File: src/rtl/e203_ifu_pcgen_if.sv
// ============================================================================
// e203_ifu_pcgen_if : fetch request/response bus between PC generator and ifetch
// Rev 1.0
// ============================================================================
`default_nettype none

interface e203_ifu_pcgen_if #(
  parameter int PC_SIZE = 32
);
  logic               ifu_req_valid;
  logic               ifu_req_ready;
  logic [PC_SIZE-1:0] ifu_req_pc;
  logic               ifu_rsp_valid;
  logic               ifu_rsp_ready;
  logic               ifu_rsp_instr16;

  modport master (
    output ifu_req_valid, ifu_req_pc, ifu_rsp_ready,
    input  ifu_req_ready, ifu_rsp_valid, ifu_rsp_instr16
  );

  modport slave (
    input  ifu_req_valid, ifu_req_pc, ifu_rsp_ready,
    output ifu_req_ready, ifu_rsp_valid, ifu_rsp_instr16
  );
endinterface

`default_nettype wire

File: src/rtl/e203_ifu_pcgen.sv
// ============================================================================
// e203_ifu_pcgen : next-PC generation and single-outstanding fetch sequencer
// Optional halt support: define E203_CFG_IFU_HALT_EN.  Rev 1.0
// ============================================================================
`default_nettype none

module e203_ifu_pcgen #(
  parameter int               PC_SIZE   = 32,
  parameter logic [PC_SIZE-1:0] RESET_VEC = 32'h0000_1000
) (
  input  wire logic               clk,
  input  wire logic               rst,
  input  wire logic               prdt_taken,
  input  wire logic               bpu_wait,
  input  wire logic [PC_SIZE-1:0] prdt_pc_add_op1,
  input  wire logic [PC_SIZE-1:0] prdt_pc_add_op2,
  input  wire logic               pipe_flush_req,
  input  wire logic [PC_SIZE-1:0] pipe_flush_add_op1,
  input  wire logic [PC_SIZE-1:0] pipe_flush_add_op2,
  output logic                    pipe_flush_ack,
  output logic                    dec_i_valid,
  output logic [PC_SIZE-1:0]      pc,
  input  wire logic               halt_req,
  output logic                    halt_ack,
  e203_ifu_pcgen_if.master        ifu
);

`ifdef E203_CFG_IFU_HALT_EN
  typedef enum logic [1:0] {S_REQ = 2'd0, S_WAIT = 2'd1, S_STALL = 2'd2, S_HALT = 2'd3} state_e;
`else
  typedef enum logic [1:0] {S_REQ = 2'd0, S_WAIT = 2'd1, S_STALL = 2'd2} state_e;
  logic unused_halt_req;
  assign unused_halt_req = halt_req;
`endif

  state_e             state_q, state_d;
  logic [PC_SIZE-1:0] pc_q, pc_d;
  logic [PC_SIZE-1:0] pc_nxt_q, pc_nxt_d;
  logic               drop_q, drop_d;
  logic               instr16_q, instr16_d;

  logic               req_valid, rsp_ready, dec_valid, halted;
  logic               seq_instr16;
  logic [PC_SIZE-1:0] flush_tgt, prdt_tgt, seq_tgt, pred_nxt;

  function automatic logic [PC_SIZE-1:0] add_even(input logic [PC_SIZE-1:0] a,
                                                  input logic [PC_SIZE-1:0] b);
    logic [PC_SIZE-1:0] s;
    s    = a + b;
    s[0] = 1'b0;
    return s;
  endfunction

  // A stalled instruction has already left the bus, so its size comes from the latch.
  assign seq_instr16 = (state_q == S_STALL) ? instr16_q : ifu.ifu_rsp_instr16;
  assign flush_tgt   = add_even(pipe_flush_add_op1, pipe_flush_add_op2);
  assign prdt_tgt    = add_even(prdt_pc_add_op1, prdt_pc_add_op2);
  assign seq_tgt     = add_even(pc_q, seq_instr16 ? PC_SIZE'(2) : PC_SIZE'(4));
  assign pred_nxt    = prdt_taken ? prdt_tgt : seq_tgt;

  always_comb begin
    state_d   = state_q;
    pc_d      = pc_q;
    pc_nxt_d  = pc_nxt_q;
    drop_d    = drop_q;
    instr16_d = instr16_q;
    req_valid = 1'b0;
    rsp_ready = 1'b0;
    dec_valid = 1'b0;
    halted    = 1'b0;
    case (state_q)
      S_REQ: begin
        req_valid = 1'b1;
        if (pipe_flush_req) pc_nxt_d = flush_tgt;
        if (ifu.ifu_req_ready) begin
          state_d = S_WAIT;
          pc_d    = pc_nxt_q;
          // The accepted request now fetches from the old stream; discard its reply.
          if (pipe_flush_req) drop_d = 1'b1;
        end
`ifdef E203_CFG_IFU_HALT_EN
        else if (halt_req) state_d = S_HALT;
`endif
      end
      S_WAIT: begin
        rsp_ready = 1'b1;
        if (ifu.ifu_rsp_valid) begin
          instr16_d = ifu.ifu_rsp_instr16;
          if (drop_q) begin
            drop_d  = 1'b0;
            state_d = S_REQ;
            if (pipe_flush_req) pc_nxt_d = flush_tgt;
          end else if (pipe_flush_req) begin
            pc_nxt_d = flush_tgt;
            state_d  = S_REQ;
          end else begin
            dec_valid = 1'b1;
            if (bpu_wait) begin
              state_d = S_STALL;
            end else begin
              pc_nxt_d = pred_nxt;
              state_d  = S_REQ;
            end
          end
`ifdef E203_CFG_IFU_HALT_EN
          if ((state_d == S_REQ) && halt_req) state_d = S_HALT;
`endif
        end else if (pipe_flush_req) begin
          drop_d   = 1'b1;
          pc_nxt_d = flush_tgt;
        end
      end
      S_STALL: begin
        dec_valid = 1'b1;
        if (pipe_flush_req) begin
          pc_nxt_d = flush_tgt;
          state_d  = S_REQ;
        end else if (!bpu_wait) begin
          pc_nxt_d = pred_nxt;
          state_d  = S_REQ;
        end
`ifdef E203_CFG_IFU_HALT_EN
        if ((state_d == S_REQ) && halt_req) state_d = S_HALT;
`endif
      end
`ifdef E203_CFG_IFU_HALT_EN
      S_HALT: begin
        halted = 1'b1;
        if (pipe_flush_req) pc_nxt_d = flush_tgt;
        if (!halt_req) state_d = S_REQ;
      end
`endif
      default: state_d = S_REQ;
    endcase
  end

  always_ff @(posedge clk) begin
    if (rst) begin
      state_q   <= S_REQ;
      pc_q      <= RESET_VEC;
      pc_nxt_q  <= RESET_VEC;
      drop_q    <= 1'b0;
      instr16_q <= 1'b0;
    end else begin
      state_q   <= state_d;
      pc_q      <= pc_d;
      pc_nxt_q  <= pc_nxt_d;
      drop_q    <= drop_d;
      instr16_q <= instr16_d;
    end
  end

  // Outputs are masked while reset is held so nothing leaks from a stale state.
  assign ifu.ifu_req_valid = req_valid & ~rst;
  assign ifu.ifu_req_pc    = pc_nxt_q;
  assign ifu.ifu_rsp_ready = rsp_ready & ~rst;
  assign dec_i_valid       = dec_valid & ~rst;
  assign pc                = pc_q;
  assign pipe_flush_ack    = ~rst;
  assign halt_ack          = halted & ~rst;

endmodule

`default_nettype wire
File: src/flat_wrapper.sv
// flat-port wrapper written by rule: the top's interface ports become plain ports
module e203_ifu_pcgen_flat 
#(
  parameter int               PC_SIZE   = 32,
  parameter logic [PC_SIZE-1:0] RESET_VEC = 32'h0000_1000
)
  (clk, rst, prdt_taken, bpu_wait, prdt_pc_add_op1, prdt_pc_add_op2, pipe_flush_req, pipe_flush_add_op1, pipe_flush_add_op2, pipe_flush_ack, dec_i_valid, pc, halt_req, halt_ack, ifu_ifu_req_valid, ifu_ifu_req_pc, ifu_ifu_rsp_ready, ifu_ifu_req_ready, ifu_ifu_rsp_valid, ifu_ifu_rsp_instr16);
  e203_ifu_pcgen_if #(.PC_SIZE(PC_SIZE)) ifu_i ();
  input  wire logic clk;
  input  wire logic rst;
  input  wire logic prdt_taken;
  input  wire logic bpu_wait;
  input  wire logic [PC_SIZE-1:0] prdt_pc_add_op1;
  input  wire logic [PC_SIZE-1:0] prdt_pc_add_op2;
  input  wire logic pipe_flush_req;
  input  wire logic [PC_SIZE-1:0] pipe_flush_add_op1;
  input  wire logic [PC_SIZE-1:0] pipe_flush_add_op2;
  output logic pipe_flush_ack;
  output logic dec_i_valid;
  output logic [PC_SIZE-1:0] pc;
  input  wire logic halt_req;
  output logic halt_ack;
  output wire logic [$bits(ifu_i.ifu_req_valid)-1:0] ifu_ifu_req_valid;
  output wire logic [$bits(ifu_i.ifu_req_pc)-1:0] ifu_ifu_req_pc;
  output wire logic [$bits(ifu_i.ifu_rsp_ready)-1:0] ifu_ifu_rsp_ready;
  input wire logic [$bits(ifu_i.ifu_req_ready)-1:0] ifu_ifu_req_ready;
  input wire logic [$bits(ifu_i.ifu_rsp_valid)-1:0] ifu_ifu_rsp_valid;
  input wire logic [$bits(ifu_i.ifu_rsp_instr16)-1:0] ifu_ifu_rsp_instr16;
  assign ifu_ifu_req_valid = ifu_i.ifu_req_valid;
  assign ifu_ifu_req_pc = ifu_i.ifu_req_pc;
  assign ifu_ifu_rsp_ready = ifu_i.ifu_rsp_ready;
  assign ifu_i.ifu_req_ready = ifu_ifu_req_ready;
  assign ifu_i.ifu_rsp_valid = ifu_ifu_rsp_valid;
  assign ifu_i.ifu_rsp_instr16 = ifu_ifu_rsp_instr16;
  e203_ifu_pcgen #(.PC_SIZE(PC_SIZE), .RESET_VEC(RESET_VEC)) u_core (.clk(clk), .rst(rst), .prdt_taken(prdt_taken), .bpu_wait(bpu_wait), .prdt_pc_add_op1(prdt_pc_add_op1), .prdt_pc_add_op2(prdt_pc_add_op2), .pipe_flush_req(pipe_flush_req), .pipe_flush_add_op1(pipe_flush_add_op1), .pipe_flush_add_op2(pipe_flush_add_op2), .pipe_flush_ack(pipe_flush_ack), .dec_i_valid(dec_i_valid), .pc(pc), .halt_req(halt_req), .halt_ack(halt_ack), .ifu(ifu_i));
endmodule
File: config.mk
export PLATFORM = sky130hd
export DESIGN_NAME = e203_ifu_pcgen_flat
export DESIGN_NICKNAME = d
export VERILOG_FILES = /design/src/rtl/e203_ifu_pcgen_if.sv /design/src/rtl/e203_ifu_pcgen.sv /design/src/flat_wrapper.sv
export SDC_FILE = /design/constraint.sdc
export NUM_CORES = 1
export LEC_CHECK = 0
export BUFFER_PORTS_ARGS = -buffer_cell sky130_fd_sc_hd__clkbuf_2
export CAP_MARGIN = 20
export CORE_MARGIN = 2
export CORE_UTILIZATION = 38
export DETAILED_ROUTE_END_ITERATION = 6
export RECOVER_POWER = 50
export REMOVE_ABC_BUFFERS = 1
export SLEW_MARGIN = 10
export SYNTH_ARGS = -nofsm -noshare
export SYNTH_HDL_FRONTEND = slang
export SYNTH_SLANG_ARGS = --single-unit
File: constraint.sdc
create_clock -name clk -period 4.27 [get_ports clk]
set_input_delay 0.427 -clock clk [delete_from_list [all_inputs] [get_ports clk]]
set_output_delay 0.427 -clock clk [all_outputs]
set_load 0.005 [all_outputs]
==> reports/metrics.yaml, run 1 <==
r2r-end: "u_core.ifu.ifu_req_pc[28]"
skew_ps: 8.035
final_cell_mix: "170 x clkbuf_2, 133 x nand2_1, 127 x a21oi_1"
path_buf_inv: 2
cts_tree: "built"
fp.coreArea_um2: 19530
cts-root-buf: "clkbuf_16"
rsz0062_at_grt: "false"
worstSetupEndpointType: "flop"
gp_congestion: 0.9236
path_depth: 13
grt_max_degree: 49
yosys_warnings: 0
detail_route.first_pass.iterations: 6
max_cap_violations: 0
cts_buffer_depth: 2
portBuffers: 203
worstPathMaxFanout: 7
fin_crit_sh_pct: 83.03
mostFrequentLayoutCell: "clkbuf_2"
max_stage_delay_ps: 500
insertedDiodeCount: 0
fmax_mhz: 282.1
drive_above_1_share_pct: 18.82
rows: 51
ys_async_sr_fraction_pct: 0
dieArea_um2: 21120
r2r_setup_slack_ps: 720
critPathCapture: "u_core.ifu.ifu_req_pc[28]"
die_w_um: 145.3
drt_iter0_drc: 741
antenna_left: 0
dp_hpwl_um: 20710
wl_per_cell_um: 17.61
worstSetupPathType: "flop to flop"
post_cts_buffers: 0
cts_buffers: 9
synthCells: 1040
grt_pass1_vias: 7715
combPwrFrac_pct: 37.7
synth_edf_count: 0
synth_flop_cell: "dfxtp_1"
cts.sinks: 68
groute.usage.overall_pct: 24.25
p_total_w: 0.002650
grt_first_pass_wirelength_um: 41810
die_h_um: 145.3
pwr-share-seq_pct: 28.6
antenna_found_initial: 1
hold_path.class: "input port to flop"
startpoint_type: "flop"
viasPerCell: 5.643
p_sw_w: 0.0009665
setup_violations: 0
ys_ff_latch: 68
nNetsFinal: 1434
worst_r2r_path_depth: 13
peakVddDrop_mv: 0.1894
postCtsHoldBufs: 0
io_pins: 206
crit_family: "simple AND/OR/NAND/NOR gates"
cellPowerDensity_nw_per_um2: 288.3
avgSynthCellArea_um2: 7.297
setup_slack_ps: 724.6
syn_area_um2: 7589
crit_required_ps: 4500
sw_frac_of_total_pct: 36.47
timing.setup.tns_ps: 0
tightest_slew_ps: 1095
hold_viol: 0
clk_pin_slew_ps: 60
worst_path_max_delay_cell: "nor4_1"
pre_cts_slack_ps: 724.4
route.detailed.drc: 0
fin_crit_ps: 3545
start_util_pct: 38.86
status: "complete, no violations"
post_cts_resized: 0
fin_util_pct: 47.08
intPower_w: 0.001683
place_area_um2: 8884
p_leak_nw: 4.006
via_count: 8453
htreeDepth: 3
r2r_start: "u_core.state_q[0]"
slew_violations: 0
yosysUniqueCellTypes: 78
path_cells: "inv_1, ha_1, mux2_2, inv_1, ha_1, a21oi_1, or2_2, nor4_1, nand4_1, xor2_1, a21oi_1, a221o_1, o32a_1"
final_area_um2: 9193
area_growth_pct: 21.14
worstPathArrival_ps: 3780
wl_um: 26380
worstSetupStartpoint: "u_core.state_q[0]"
clockPowerShare_pct: 33.7
gr-total-overflow: 0
slew_headroom_pct: 27.02
synth-seq-area-share_pct: 17.94
clock_latency_ps: 350
## tightest hold or removal path: stages
cell and delay, ps:
clkbuf_2 100, nand3_1 60, a21oi_1 50
## worst min-delay path by stage
stage / to / slack [ps] / depth (start not counted) / startpoint
floorplan: u_core.instr16_q / 430 / 2 / u_core.instr16_q
global placement: u_core.pc[0] / 450 / 2 / u_core.pc[0]
detailed placement: u_core.instr16_q / 450 / 2 / u_core.instr16_q
CTS: u_core.instr16_q / 340 / 3 / ifu_ifu_rsp_instr16
global route: u_core.instr16_q / 360 / 3 / ifu_ifu_rsp_instr16
finish: u_core.instr16_q / 350 / 3 / ifu_ifu_rsp_instr16
## synth_stat cells (all sizes together) (6+ instances only)
cell type	instances	share of area [%]
nor2	67	3.5
ha	66	11
a221oi	12	1.5
nor2b	12	0.99
a211oi	10	1.1
nand4	19	1.8
or2	8	0.66
a21oi	127	8.4
a31o	6	0.69
a21o	44	4.4
nor3	29	2.1
o21ai	67	4.4
and4	7	0.89
o21bai	6	0.59
nand2b	13	1.1
a31oi	13	1.1
inv	27	1.3
xor2	26	3.0
and3	12	0.99
clkbuf	31	1.5
a22oi	6	0.59
and2	14	1.2
buf	11	0.74
o211ai	6	0.59
nand2	133	6.6
a311oi	6	0.69
a221o	9	1.2
dfxtp	68	18
mux2i	12	1.6
xnor2	46	5.3
nand3	32	2.1
or3	14	1.2
## through the flow
stage / hold slack, ps / cells
2_1_floorplan: 426.8 / 998
3_3_place_gp: 445.6 / 1482
3_5_place_dp: 449.0 / 1482
4_1_cts: 341.8 / 1498
5_1_grt: 363.5 / 1498
6_report: 348.9 / 1498
## state kept, by name, summed over array words and instances, names as in the netlist
register	count
u_core.pc	32
u_core.instr16_q	1
u_core.drop_q	1
u_core.state_q	2
u_core.ifu.ifu_req_pc	32
## routing by layer
metal	wire length (um)	GRT usage, %	up-vias
met1	12490	34.96	3875
met2	11760	38.36	301
met5	0	0	-
met4	503	6.716	0
li1	-	-	4248
met3	1628	2.610	29
## power groups by stage
stage          Sequential [W]  Clock, W  Combinational, W
6_report             0.000758  0.000894          0.000998
5_1_grt              0.000764  0.000919           0.00110
4_1_cts              0.000757  0.000895          0.000991
3_5_place_dp         0.000770         0          0.000984
3_3_place_gp         0.000769         0          0.000980
2_1_floorplan        0.000752         0          0.000628
## kinds of logic after synthesis
| logic type | count (synthesis) | synth area share [%] |
|---|---|---|
| multiplexers | 15 | 2.028 |
| AND/OR/NAND/NOR | 377 | 24.65 |
| other | 1 | 0.04942 |
| buffers and inverters | 69 | 3.611 |
| AO/OA/AOI/OAI | 369 | 31.74 |
| adder cells (fa/ha/maj) | 69 | 11.67 |
| flip-flops | 68 | 17.94 |
| XOR/XNOR | 72 | 8.310 |
## final cells by class
type / count / area, um^2
inverters: 27 / 101.3
flip-flops and latches: 68 / 1361
multi-input cells: 903 / 5953
clock buffers: 10 / 239.0
fillers: 2051 / 10330
well taps: 265 / 331.6
clock inverters: 6 / 111.4
repair buffers: 219 / 1095
Power figures use the tool's default switching activity.
==> inputs of run 2 (changes only) <==
==> constraint.sdc (replaced) <==
create_clock -name clk -period 3.3 [get_ports clk]
set_input_delay 0.33 -clock clk [delete_from_list [all_inputs] [get_ports clk]]
set_output_delay 0.33 -clock clk [all_outputs]
set_load 0.005 [all_outputs]
==> run 2 against run 1 <==
Compared with the run above: the flow now finishes with violations (capacitance limit, slew limit); clock skew hardly changed; power rose by 21%; register-to-register slack got worse by 590 ps; largest power group unchanged.
==> reports/metrics.yaml, run 2 (synthesis results as in run 1) <==
pre_cts_slack_ps: 35.51
grtUsageMet3_pct: 2.925
htreeDepth: 3
antenna_found_initial: 0
gr-max-usage-layer: "met2"
cts.sinks: 68
r2r_start: "u_core.state_q[0]"
detail_route.first_pass.iterations: 5
hold_path.class: "input port to flop"
crit_required_ps: 3550
p_leak_nw: 4.054
hold_viol: 0
max_cap_violations: 1
worstSetupEndpointType: "flop"
max_stage_delay_ps: 520
via_count: 8523
cts_tree: "built"
dp_hpwl_um: 20990
status: "finished, violations left"
worstPathMaxFanout: 5
antenna_left: 0
path_buf_inv: 1
cts_buffers: 9
clock_latency_ps: 340
final_cell_mix: "174 x clkbuf_2, 133 x nand2_1, 127 x a21oi_1"
grt_util_met1_pct: 34.90
worstPathArrival_ps: 3420
gr-usage-met2_pct: 39.15
skew_ps: 8.171
gr-total-overflow: 0
place_area_um2: 8981
nFillCells: 2107
fin_util_pct: 47.28
insertedDiodeCount: 0
min_path_cells: 3
hp-start: "ifu_ifu_rsp_instr16"
stdcell_count: 1510
placed_cells: 1495
r2r-end: "u_core.ifu.ifu_req_pc[29]"
p_total_w: 0.003193
setup_violations: 0
setup_slack_ps: 130.9
post_cts_buffers: 0
min_to: "u_core.instr16_q"
mostFrequentLayoutCell: "clkbuf_2"
peakVddDrop_mv: 0.2258
slew_violations: 33
clk_pin_slew_ps: 60
worst_path_max_delay_cell: "or4_4"
grt_max_degree: 49
drt_iter0_drc: 672
startpoint_type: "flop"
rows: 51
worstSetupPathType: "flop to flop"
portBuffers: 203
wl_um: 26630
final_area_um2: 9233
groute.usage.overall_pct: 24.53
dieArea_um2: 21120
fp.coreArea_um2: 19530
cts_buffer_depth: 2
route.detailed.drc: 0
io_pins: 206
cellPowerDensity_nw_per_um2: 345.9
fmax_mhz: 315.5
path_cells: "inv_1, ha_1, mux2_2, ha_1, fa_2, nand3_1, or4_4, nor3_4, xor2_2, o21ai_1, a211o_1, a22o_1, a211oi_2"
fin_crit_sh_pct: 96.03
area_growth_pct: 21.67
grt_pass1_vias: 7837
crit_family: "simple AND/OR/NAND/NOR gates"
viasPerCell: 5.644
nNetsFinal: 1447
postCtsHoldBufs: 0
worst_r2r_path_depth: 13
start_util_pct: 38.86
rsz0062_at_grt: "true"
r2r_setup_slack_ps: 130
drive_above_1_share_pct: 19.84
grt_first_pass_wirelength_um: 42170
wl_per_cell_um: 17.63
cts-root-buf: "clkbuf_16"
gp_congestion: 0.9585
die_h_um: 145.3
die_w_um: 145.3
slew_headroom_pct: -14.41
violations: "capacitance limit, slew limit"
tightest_slew_ps: 1716
crit_top_cell: "ha_1"
fin_crit_ps: 3169
## run 2: report_power, final
group	total, W	leakage [nW]	internal (W)	switching (W)
logic	0.00131	3.36	0.000549	0.000761
registers	0.000981	0.555	0.000887	0.0000941
clock network	0.000902	0.135	0.000544	0.000358
## run 2: stage by stage
stage | hold slack, ps | TNS [ps]
6_report | 259.7 | 0
5_1_grt | 273.4 | -81.13
4_1_cts | 256.2 | 0
3_5_place_dp | 449.1 | 0
3_3_place_gp | 444.6 | 0
2_1_floorplan | 399.1 | 0
## run 2: worst max-delay path by stage
stage	to	slack, ps	start	cells after the start
6_report	u_core.ifu.ifu_req_pc[29]	130	u_core.state_q[0]	13
5_1_grt	u_core.ifu.ifu_req_pc[29]	-80	u_core.state_q[0]	13
4_1_cts	u_core.ifu.ifu_req_pc[28]	70	u_core.state_q[0]	13
3_5_place_dp	u_core.ifu.ifu_req_pc[28]	40	u_core.state_q[0]	13
3_3_place_gp	u_core.ifu.ifu_req_pc[26]	80	pipe_flush_add_op1[0]	12
2_1_floorplan	u_core.ifu.ifu_req_pc[29]	330	u_core.state_q[0]	13
## run 2: metal layers
metal | wire, um | share of wire (%)
met5 | 0 | 0
met3 | 1872 | 7.0
met1 | 12360 | 46
met2 | 11810 | 44
met4 | 587 | 2.2
## run 2: tightest hold or removal path, delay by kind of cell
kind                   cells  cell delay, ps
AO/OA/AOI/OAI              1              50
AND/OR/NAND/NOR            1              60
buffers and inverters      1             100
## run 2: cell type report
| type | count | area [um^2] | share of cell area (%) |
|---|---|---|---|
| multi-input cells | 903 | 5978 | 64.75 |
| flip-flops and latches | 68 | 1361 | 14.74 |
| repair buffers | 232 | 1190 | 12.89 |
| well taps | 265 | 331.6 | 3.591 |
| clock buffers | 13 | 260.3 | 2.819 |
| inverters | 27 | 101.3 | 1.098 |
| clock inverters | 2 | 10.01 | 0.1084 |
## run 2: timing repair
| item | in CTS | in global routing |
|---|---|---|
| resized for setup | 1 | 3 |
| setup endpoints to repair | 1 | 3 |
| pin swaps | 0 | 1 |
| cloned | 0 | 0 |
